$ cat src/rtl/uart_pkg.sv
// Shared types and helpers for the uart receive path.
package uart_pkg;

  localparam int unsigned DATA_W_DEF = 8;

  typedef struct packed {
    logic                  perr;
    logic [DATA_W_DEF-1:0] data;
  } rx_entry_t;

  function automatic int unsigned ptr_width(input int unsigned depth);
    return (depth > 1) ? $clog2(depth) : 1;
  endfunction

endpackage

$ cat src/rtl/uart_rx_fifo_mem.sv
// Storage array for the receive FIFO: synchronous write, asynchronous read, no reset.
module uart_rx_fifo_mem
  import uart_pkg::*;
#(
  parameter int unsigned DEPTH = 16,
  localparam int unsigned PTR_W = ptr_width(DEPTH)
) (
  input  logic             clk,
  input  logic             we,
  input  logic [PTR_W-1:0] waddr,
  input  rx_entry_t        wdata,
  input  logic [PTR_W-1:0] raddr,
  output rx_entry_t        rdata
);

  rx_entry_t mem [DEPTH];

  always_ff @(posedge clk) begin
    if (we) begin
      mem[waddr] <= wdata;
    end
  end

  assign rdata = mem[raddr];

endmodule

$ cat src/rtl/uart_rx_fifo.sv
// Receive-side FWFT buffer with sticky overflow and watermark-hysteresis rts_n.
module uart_rx_fifo
  import uart_pkg::*;
#(
  parameter int unsigned DEPTH   = 16,
  parameter int unsigned DATA_W  = DATA_W_DEF,
  parameter int unsigned HIGH_WM = 12,
  parameter int unsigned LOW_WM  = 4,
  localparam int unsigned CNT_W  = $clog2(DEPTH + 1)
) (
  input  logic              clk,
  input  logic              reset_n,
  input  logic [DATA_W-1:0] rx_data,
  input  logic              rx_done,
  input  logic              parity_error,
  input  logic              flush,
  input  logic              rd_ready,
  output logic              rd_valid,
  output logic [DATA_W-1:0] rd_data,
  output logic              rd_perr,
  output logic [CNT_W-1:0]  count,
  output logic              full,
  output logic              overflow,
  output logic              rts_n
);

  localparam int unsigned PTR_W = ptr_width(DEPTH);

  logic [PTR_W-1:0] wr_ptr;
  logic [PTR_W-1:0] rd_ptr;
  logic [PTR_W-1:0] wr_ptr_next;
  logic [PTR_W-1:0] rd_ptr_next;
  logic [CNT_W-1:0] count_next;
  logic             push;
  logic             pop;
  logic             drop;
  logic             wr_en;
  logic             overflow_next;
  logic             rts_n_next;
  logic             rd_valid_next;
  logic             full_next;
  rx_entry_t        wr_entry;
  rx_entry_t        head;

  assign wr_entry = '{perr: parity_error, data: DATA_W_DEF'(rx_data)};

  uart_rx_fifo_mem #(
    .DEPTH (DEPTH)
  ) u_mem (
    .clk   (clk),
    .we    (wr_en),
    .waddr (wr_ptr),
    .wdata (wr_entry),
    .raddr (rd_ptr),
    .rdata (head)
  );

  // A pop frees a slot in the same cycle, so a full FIFO still accepts a word then.
  always_comb begin
    pop           = rd_valid && rd_ready;
    push          = rx_done && (!full || pop);
    drop          = rx_done && full && !pop;
    wr_en         = 1'b0;
    wr_ptr_next   = wr_ptr;
    rd_ptr_next   = rd_ptr;
    count_next    = count;
    overflow_next = overflow;
    rts_n_next    = rts_n;

    if (flush) begin
      wr_ptr_next   = '0;
      rd_ptr_next   = '0;
      count_next    = '0;
      overflow_next = 1'b0;
    end else begin
      wr_en = push;
      if (push) begin
        wr_ptr_next = wr_ptr + PTR_W'(1);
      end
      if (pop) begin
        rd_ptr_next = rd_ptr + PTR_W'(1);
      end
      if (push && !pop) begin
        count_next = count + CNT_W'(1);
      end else if (pop && !push) begin
        count_next = count - CNT_W'(1);
      end
      if (drop) begin
        overflow_next = 1'b1;
      end
    end

    // Hysteresis acts on the registered occupancy, so rts_n trails count by one edge.
    if (count >= CNT_W'(HIGH_WM)) begin
      rts_n_next = 1'b1;
    end else if (count <= CNT_W'(LOW_WM)) begin
      rts_n_next = 1'b0;
    end

    rd_valid_next = (count_next != '0);
    full_next     = (count_next == CNT_W'(DEPTH));
  end

  always_ff @(posedge clk) begin
    if (!reset_n) begin
      wr_ptr   <= '0;
      rd_ptr   <= '0;
      count    <= '0;
      overflow <= 1'b0;
      rts_n    <= 1'b1;
      rd_valid <= 1'b0;
      full     <= 1'b0;
    end else begin
      wr_ptr   <= wr_ptr_next;
      rd_ptr   <= rd_ptr_next;
      count    <= count_next;
      overflow <= overflow_next;
      rts_n    <= rts_n_next;
      rd_valid <= rd_valid_next;
      full     <= full_next;
    end
  end

  assign rd_data = rd_valid ? DATA_W'(head.data) : '0;
  assign rd_perr = rd_valid ? head.perr : 1'b0;

endmodule

$ cat config.mk
export PLATFORM = sky130hd
export DESIGN_NAME = uart_rx_fifo
export DESIGN_NICKNAME = d
export VERILOG_FILES = /design/src/rtl/uart_pkg.sv /design/src/rtl/uart_rx_fifo_mem.sv /design/src/rtl/uart_rx_fifo.sv
export SDC_FILE = /design/constraint.sdc
export NUM_CORES = 1
export LEC_CHECK = 0
export BUFFER_PORTS_ARGS = -buffer_cell sky130_fd_sc_hd__buf_2
export CAP_MARGIN = 20
export CORE_MARGIN = 2
export CORE_UTILIZATION = 43
export DETAILED_ROUTE_END_ITERATION = 6
export PLACE_DENSITY_LB_ADDON = 0.15
export SYNTH_ARGS = -nofsm -noshare
export SYNTH_HDL_FRONTEND = slang
export SYNTH_HIERARCHICAL = 1
export SYNTH_SLANG_ARGS = --single-unit
export TNS_END_PERCENT = 50
$ cat constraint.sdc
create_clock -name clk -period 7 [get_ports clk]
set_input_delay 0.7 -clock clk [delete_from_list [all_inputs] [get_ports clk]]
set_output_delay 0.7 -clock clk [all_outputs]
set_load 0.01 [all_outputs]
==> results list, run 1 <==
* Status: finished, final reports clean
- The clock reaches the later pin of the worst-skew pair after 0.42 ns.
- Once the floorplan was initialized, standard cells occupied 43.4% of the core.
* WP data arrival: 2.92 ns
- In the final routed layout, each cell accounts on average for 22.5 um.
- Global-route wire length before repair: between 20,000 and 25,000 um
- Number of nets with antenna violations after routing: 0
- Maximum number of pins on one net before global-route repair: 29
* RSZ-0062 raised after global routing: no
* Static Leak: 2.45 nW
- Worst Skew: 0.0101 ns
* RePlAce Congestion: 0.762
- Type of element launching the critical path: flop
- Count of filler cells inserted in the layout: approximately 1,300
- After detailed routing, the number of remaining DRC violations is 0.
- Maximum clock path buffer count: 2
* Mean cell area of the mapped netlist: 19.0 um^2
- OpenSTA, run right after detailed placement, puts the worst setup slack at 3.72 ns.
- Clk sinks: 161
* Clock tree from TritonCTS: done
- The final count of pins violating max slew is 0.
- Clock root buffer: clkbuf_16
- Max frequency: 276 MHz
- The number of nets in the synthesized netlist is approximately 360.
* Detailed Route Iter0 Violations: ~320
- Via count of the first global-routing pass: 3,326
* Min-Delay Path Class: reg2reg
- Yosys attributes the largest share of cell area to edfxtp_1 (66%), mux4_2 (7.2%), mux4_1 (6.0%), dfxtp_1 (5.2%), a22oi_1 (2.1%).
- Vert. Die Dim: 127 um
- Total global routing overflow: 0
* Total Nets Final: 405
- Synthesis produced a netlist whose cell count is 343.
* Number of distinct standard cells referenced by the synthesized netlist: 47
- The most used flip-flop cell after synthesis is edfxtp_1.
- edfxtp_1 takes more of the synthesized area than any other cell.
- The critical path is of the reg2out type.
- Worst setup EP type: primary output
* DPL Wire Length: 8260 um
- CTS resizes: 0
- The routed layout has 3,244 vias.
- Clock-pin slew was measured on the worst setup and hold paths at ~0.060 ns.
- Once the clock tree was built, the setup fixing pass inserted 0 buffers.
- The die covers about 0.016 mm^2.
* Total wire length: 13,300 um
- Measured on the finished design, the core utilization comes to 49.2%.
* H-tree Lvls: 4
- The first detailed-routing pass ran for 4 iterations.
* Finish-stage setup viols: 0
- Global routing consumed, over all layers together, 17.6% of the routing resources.
- The worst-case IR drop observed on VDD is about 220 uV.
* Final worst setup slack: 3.38 ns
* Final cycle utilization of the critical path: 51.7%
* Most frequent cells after synthesis: edfxtp_1 (144), nor2_1 (24), mux4_2 (21)
* Power density cells: 266 mW/mm^2
* Critical path peak fanout: 21
* Most frequent cell after synthesis: edfxtp_1
* Post-detailed-route via-to-cell ratio: about 5.5
- Compared with the post-synthesis result, the final layout area differs by 13.3%.
- The region available for standard cell placement spans about 0.015 mm^2.
- Layout cell share with drive strength beyond 1: 25.5%
* Required arrival time at the worst endpoint: about 6.3 ns
- Fraction of registers with async set/reset: 0%
- I/O Buffers: 31
- After clock tree synthesis, the flow added hold-fix buffers numbering 0.
- The initialized floorplan defines 45 standard-cell rows.
* Sequential cell area fraction in the yosys report: approximately 71%
- The number of antenna violations at the first check in global routing is 0.
- Number of buffers added by the clock tree synthesis step: 17
- Fin. Hold Viols: 0
- Final hold analysis gives a worst-case slack of 0.484 ns.
- 0 antenna diodes ended up in the layout.
* Maximum Capacitance Violations: 0
- Relative max-transition margin: 28.0%
* Die outline width: 127 um
- Transition time at the pin with the least slew margin: approximately 1.1 ns
- The synthesized design devotes to its leading area cell type around two thirds of total area.
* Summed negative setup slack over all endpoints: 0 ns
- In this run the cell area of the synthesized design comes to between 0.006 and 0.007 mm^2.
- In this run, synthesis inferred 144 flip-flops with an integrated enable.
- Counting flops and latches in the post-synthesis netlist gives 161.
- Subtracting the final worst setup slack from the clock period gives 3.62 ns.
- Number of primary I/O pins: 32
- Yosys warning total: 6
layer usage:
layer  part of all wire, %  up-vias  global-route usage (%)
met2                    47       87                    25.9
met1                    46     1682                    25.9
met4                  0.84        0                    5.24
met5                     0        -                       0
met3                   6.3        7                    4.86
li1                      -     1468                       -
kinds of logic (layout without fill, tap and decap cells):
group           count (synthesis)  in the layout  share of synthesized area [%]
flops                         161            161                           71.5
simple gates                   83             83                           6.54
mux                            42             42                           14.4
compound gates                 27             27                           3.30
buf+inv                        17             74                           2.26
xor+xnor                        9              9                           1.32
fa+ha+maj                       4              4                          0.767
layout make-up:
class	instances	area, um^2	share of cell area, %
clock buffer	21	483	6.53
clock inverter	11	60.1	0.812
timing repair buffer	40	230	3.11
multi-input combinational	165	1720	23.2
inverter	2	7.51	0.101
tap	188	235	3.18
sequential	161	4670	63.1
power by group:
group          leakage (nW)  total (mW)  switching, mW  internal [mW]
Clock                 0.280       0.843          0.353          0.490
Combinational         0.732      0.0626         0.0368         0.0258
Sequential             1.44        1.06        0.00736           1.05
Total                  2.45        1.96          0.397           1.57
registers in the layout, indices dropped and copies added, names as in the netlist:
register   count
full           1
u_mem/mem    144
rd_ptr         4
wr_ptr         4
overflow       1
rd_valid       1
count          5
rts_n          1
critical path, cell delays in order (launching register included):
cell and delay [ns]:
dfxtp_2 0.75, buf_4 0.48, mux4_1 0.60, a22oi_1 0.25
nand2_1 0.11, and2_1 0.16, buf_2 0.13
worst paths after layout:
kind,startpoint,to,slack [ns],cells after the start
worst max register to register,rd_valid$_SDFF_PN0_,u_mem/mem[1][8]$_DFFE_PP_,3.73,5
worst min register to register,overflow$_SDFFE_PP0P_,overflow$_SDFFE_PP0P_,0.48,2
worst min-delay path,overflow$_SDFFE_PP0P_,overflow$_SDFFE_PP0P_,0.48,2
worst max-delay path,rd_ptr[0]$_SDFFE_PP0P_,rd_data[1],3.38,6
through the flow:
step                total power, mW  std cells  instance area (um^2)
floorplan                      1.12        343                  6530
global placement               1.14        553                  6820
detailed placement             1.14        553                  6820
CTS                            1.98        585                  7370
global route                   2.03        588                  7400
finish                         1.96        588                  7400
cells in the final DEF, fill, tap and decap left out, drive strengths merged:
cell,synthesis,routed
or2,1,1
buf,10,40
o22ai,1,1
o2bb2ai,1,1
a21boi,1,1
mux4,36,36
inv,2,3
dfxtp,17,17
nand4b,1,1
clkinv,0,10
mux2i,4,4
a22oi,18,18
nor2,24,24
clkbuf,4,21
nand4bb,1,1
or3b,1,1
nand2,19,19
xnor2,5,5
and4,1,1
and2,12,12
nand4,2,2
edfxtp,144,144
nand3,3,3
ha,4,4
xor2,4,4
nor4bb,1,1
o31a,1,1
nor3b,1,1
nand2b,6,6
and2b,1,1
a21oi,3,3
mux2,2,2
nor3,4,4
nand3b,2,2
a31oi,2,2
nor2b,3,3
Note: power is estimated with default switching activity, not from simulation.
==> run 2: changes to the inputs <==
==> constraint.sdc (replaced) <==
create_clock -name clk -period 3.09 [get_ports clk]
set_input_delay 0.309 -clock clk [delete_from_list [all_inputs] [get_ports clk]]
set_output_delay 0.309 -clock clk [all_outputs]
set_load 0.01 [all_outputs]
==> run 2 against run 1 <==
Compared with the run above: sequential share of layout area decreased by 1.2 points; setup slack got worse by 3.1 ns; global-route usage about the same; via count increased by 0.59%; critical path type unchanged; cell area increased by 2.0%; clock-buffer cell count unchanged; critical path depth unchanged; sequential power increased by 130%; largest power group unchanged; combinational power increased by 150%; core utilization increased by 0.97 points; first-iteration DRC count increased by 3.1%.
==> results list, run 2 (synthesis results as in run 1) <==
- Core Rows: 45 (unchanged)
* Register clock-pin slew on the reported worst setup and hold paths: 0.06 ns (about the same)
- Clk sinks: 161 (unchanged)
- The worst-case clock skew is 0.00775 ns (-0.00235 ns).
- RePlAce Congestion: 0.780 (+2.3%)
* Total global routing overflow: 0 (unchanged)
- Clock tree from TritonCTS: done
- I/O Buffers: 31 (unchanged)
* Most common cell after layout, fill and taps aside: edfxtp_1
* H-tree Lvls: 4 (unchanged)
* Post-detailed-route via-to-cell ratio: 5.45 (-1.3%)
* Final routed DRC violation total: 0 (unchanged)
- Number of setup buffers added after CTS: 0 (unchanged)
* Detailed Route Iter0 Violations: 332 (+3.1%)
- Total wire length: 13,500 um (+1.8%)
- Critical path peak fanout: 39 (+86%)
- Setup repair after global routing left no endpoint under its margin.
* Area grow syn2layout: 15.5%
- The setup TNS is 0 ns (unchanged).
* Origin of the worst min-delay path: reset_n
* Hold bufs inserted after CTS: 0 (unchanged)
- The routed design could run at a clock period as short as 2.79 ns.
- Number of iterations in the first detailed-routing pass: 5 (+1)
- For this run, the top clock speed supported by timing is 359 MHz.
* Initial Utilization: 43.4% (unchanged)
- Number of nets with antenna violations after routing: 0 (unchanged)
- Worst ir drop on vdd: 396 uV (+83%)
- Static Leak: 2.53 nW (+3.4%)
* Type of element launching the critical path: flop
- Maximum clock path buffer count: 2 (unchanged)
- STA classifies the critical path endpoint as a primary output.
- Layout cell share with drive strength beyond 1: 27.7% (+2.2 points)
- Core Footprint: 0.0150 mm^2 (unchanged)
* Max FFs per register: 144 (unchanged)
* R2R Path End: u_mem/mem[0][3]$_DFFE_PP_
- DPL Wire Length: 8100 um (-2.0%)
- The number of diodes added for antenna fixing came to 0 (unchanged).
- The horizontal die dimension was 127 um (unchanged).
- The number of global-route vias before repair is 3,320 (-0.18%).
* Clock root buffer: clkbuf_16
- The worst hold path terminates at rts_n$_SDFFE_PP1P_.
- Total Nets Final: 416 (+2.7%)
- The final-layout worst hold slack came to 0.105 ns (-0.380 ns).
- Final-report max-slew violation count: 0 (unchanged)
- Clk_lat worst skew: 0.42 ns (about the same)
- The transition at the pin with the smallest max-transition slack is 0.804 ns (-0.272 ns).
- The largest registers in the layout are u_mem/mem x144, count x5.
- Required arrival time at the worst endpoint: 2.78 ns (-3.52 ns)
- Power density cells: 613 mW/mm^2 (+130%)
- The first-pass GRT wire length was 20,200 um (-0.13%).
- The instance count along the most critical hold path is 2 (unchanged).
- The count of final setup violators was 0 (unchanged).
- Final cycle utilization of the critical path: 90.1%
- Relative max-transition margin: 46.2% (+18 points)
- WL/cell: 22.5 um (about the same)
- Min-Delay Path Class: in2reg
- Maximum number of pins on one net before global-route repair: 40 (+38%)
* WP data arrival: 2.48 ns (-0.44 ns)
- The critical path is of the reg2out type.
* Number of primary I/O pins: 32 (unchanged)
- Initial antenna violation count: 0 (unchanged)
- Most frequent cells in the layout: edfxtp_1 (144), buf_2 (31), nor2_1 (24)
* CTS resizes: 0 (unchanged)
* Maximum Capacitance Violations: 0 (unchanged)
* Depth of the worst register-to-register path: 6 (+1)
- Reg with most FFs: u_mem/mem
- Total routing usage reported by global routing: 17.6% (-0.039 points)
* Total die area: 0.0162 mm^2 (unchanged)
* Status: finished, final reports clean
* Fin. Hold Viols: 0 (unchanged)
* Startpoint of the lowest-slack register-to-register path: rd_valid$_SDFF_PN0_
- Slack of the worst reg-to-reg path: 0.80 ns (-2.93 ns)
- The y dimension of the die is 127 um (unchanged).
- Number of buffers added by the clock tree synthesis step: 17 (unchanged)
- Vias: 3,263 (+0.59%)
[run 2: cell types whose count changed in the layout (fill, tap and decap cells not counted), sizes merged]
cell,previous run,this run
bufinv,0,1
inv,3,9
clkinv,10,3
buf,40,51
[run 2: how the worst max path moves through the flow]
stage,startpoint,endpoint,slack (ns),cells after the start
finish,rd_ptr[0]$_SDFFE_PP0P_,rd_perr,0.30,6
global placement,rd_ready,u_mem/mem[0][3]$_DFFE_PP_,0.70,7
detailed placement,rd_ready,u_mem/mem[0][3]$_DFFE_PP_,0.70,7
CTS,rd_ptr[0]$_SDFFE_PP0P_,rd_perr,0.27,6
floorplan,rd_valid$_SDFF_PN0_,u_mem/mem[0][0]$_DFFE_PP_,0.49,5
global route,rd_ptr[0]$_SDFFE_PP0P_,rd_perr,0.20,6
[run 2: critical path: stages (launching register included)]
cell and delay (ns):
dfxtp_2 0.34, buf_12 0.28, mux4_1 0.59, a22oi_1 0.37
nand2_1 0.14, and2_1 0.18, buf_2 0.14
[run 2: metal layers]
metal | vias up | GRT usage, % | part of all wire [%]
li1 | 1496 | - | -
met1 | 1669 | 25.5 | 45
met2 | 89 | 26.5 | 47
met3 | 9 | 4.27 | 6.7
met4 | 0 | 5.49 | 1.2
met5 | - | 0 | 0
[run 2: report_power, final]
part / internal, mW / switching (mW) / total [mW]
clock network: 1.23 / 0.846 / 2.08
logic: 0.0611 / 0.0942 / 0.155
registers: 2.38 / 0.00818 / 2.39
[run 2: stage by stage]
| stage | util (%) | total power [mW] | setup WS (ns) | instance area (um^2) | std cells |
|---|---|---|---|---|---|
| after floorplan | - | 2.53 | 0.487 | 6530 | 343 |
| after global routing | 50.2 | 4.76 | 0.197 | 7540 | 599 |
| after detailed placement | 46.3 | 2.59 | 0.701 | 6950 | 567 |
| final | 50.2 | 4.62 | 0.304 | 7540 | 599 |
| after global placement | 46.3 | 2.59 | 0.702 | 6950 | 567 |
| after CTS | 50.2 | 4.66 | 0.273 | 7540 | 599 |
[run 2: layout make-up]
| cell class | instances | area [um^2] |
|---|---|---|
| Clock inverter | 11 | 95.1 |
| Fill cell | 1217 | 7490 |
| Sequential cell | 161 | 4670 |
| Clock buffer | 21 | 493 |
| Inverter | 2 | 7.51 |
| Timing Repair Buffer | 51 | 330 |
| Tap cell | 188 | 235 |
| Multi-Input combinational cell | 165 | 1720 |
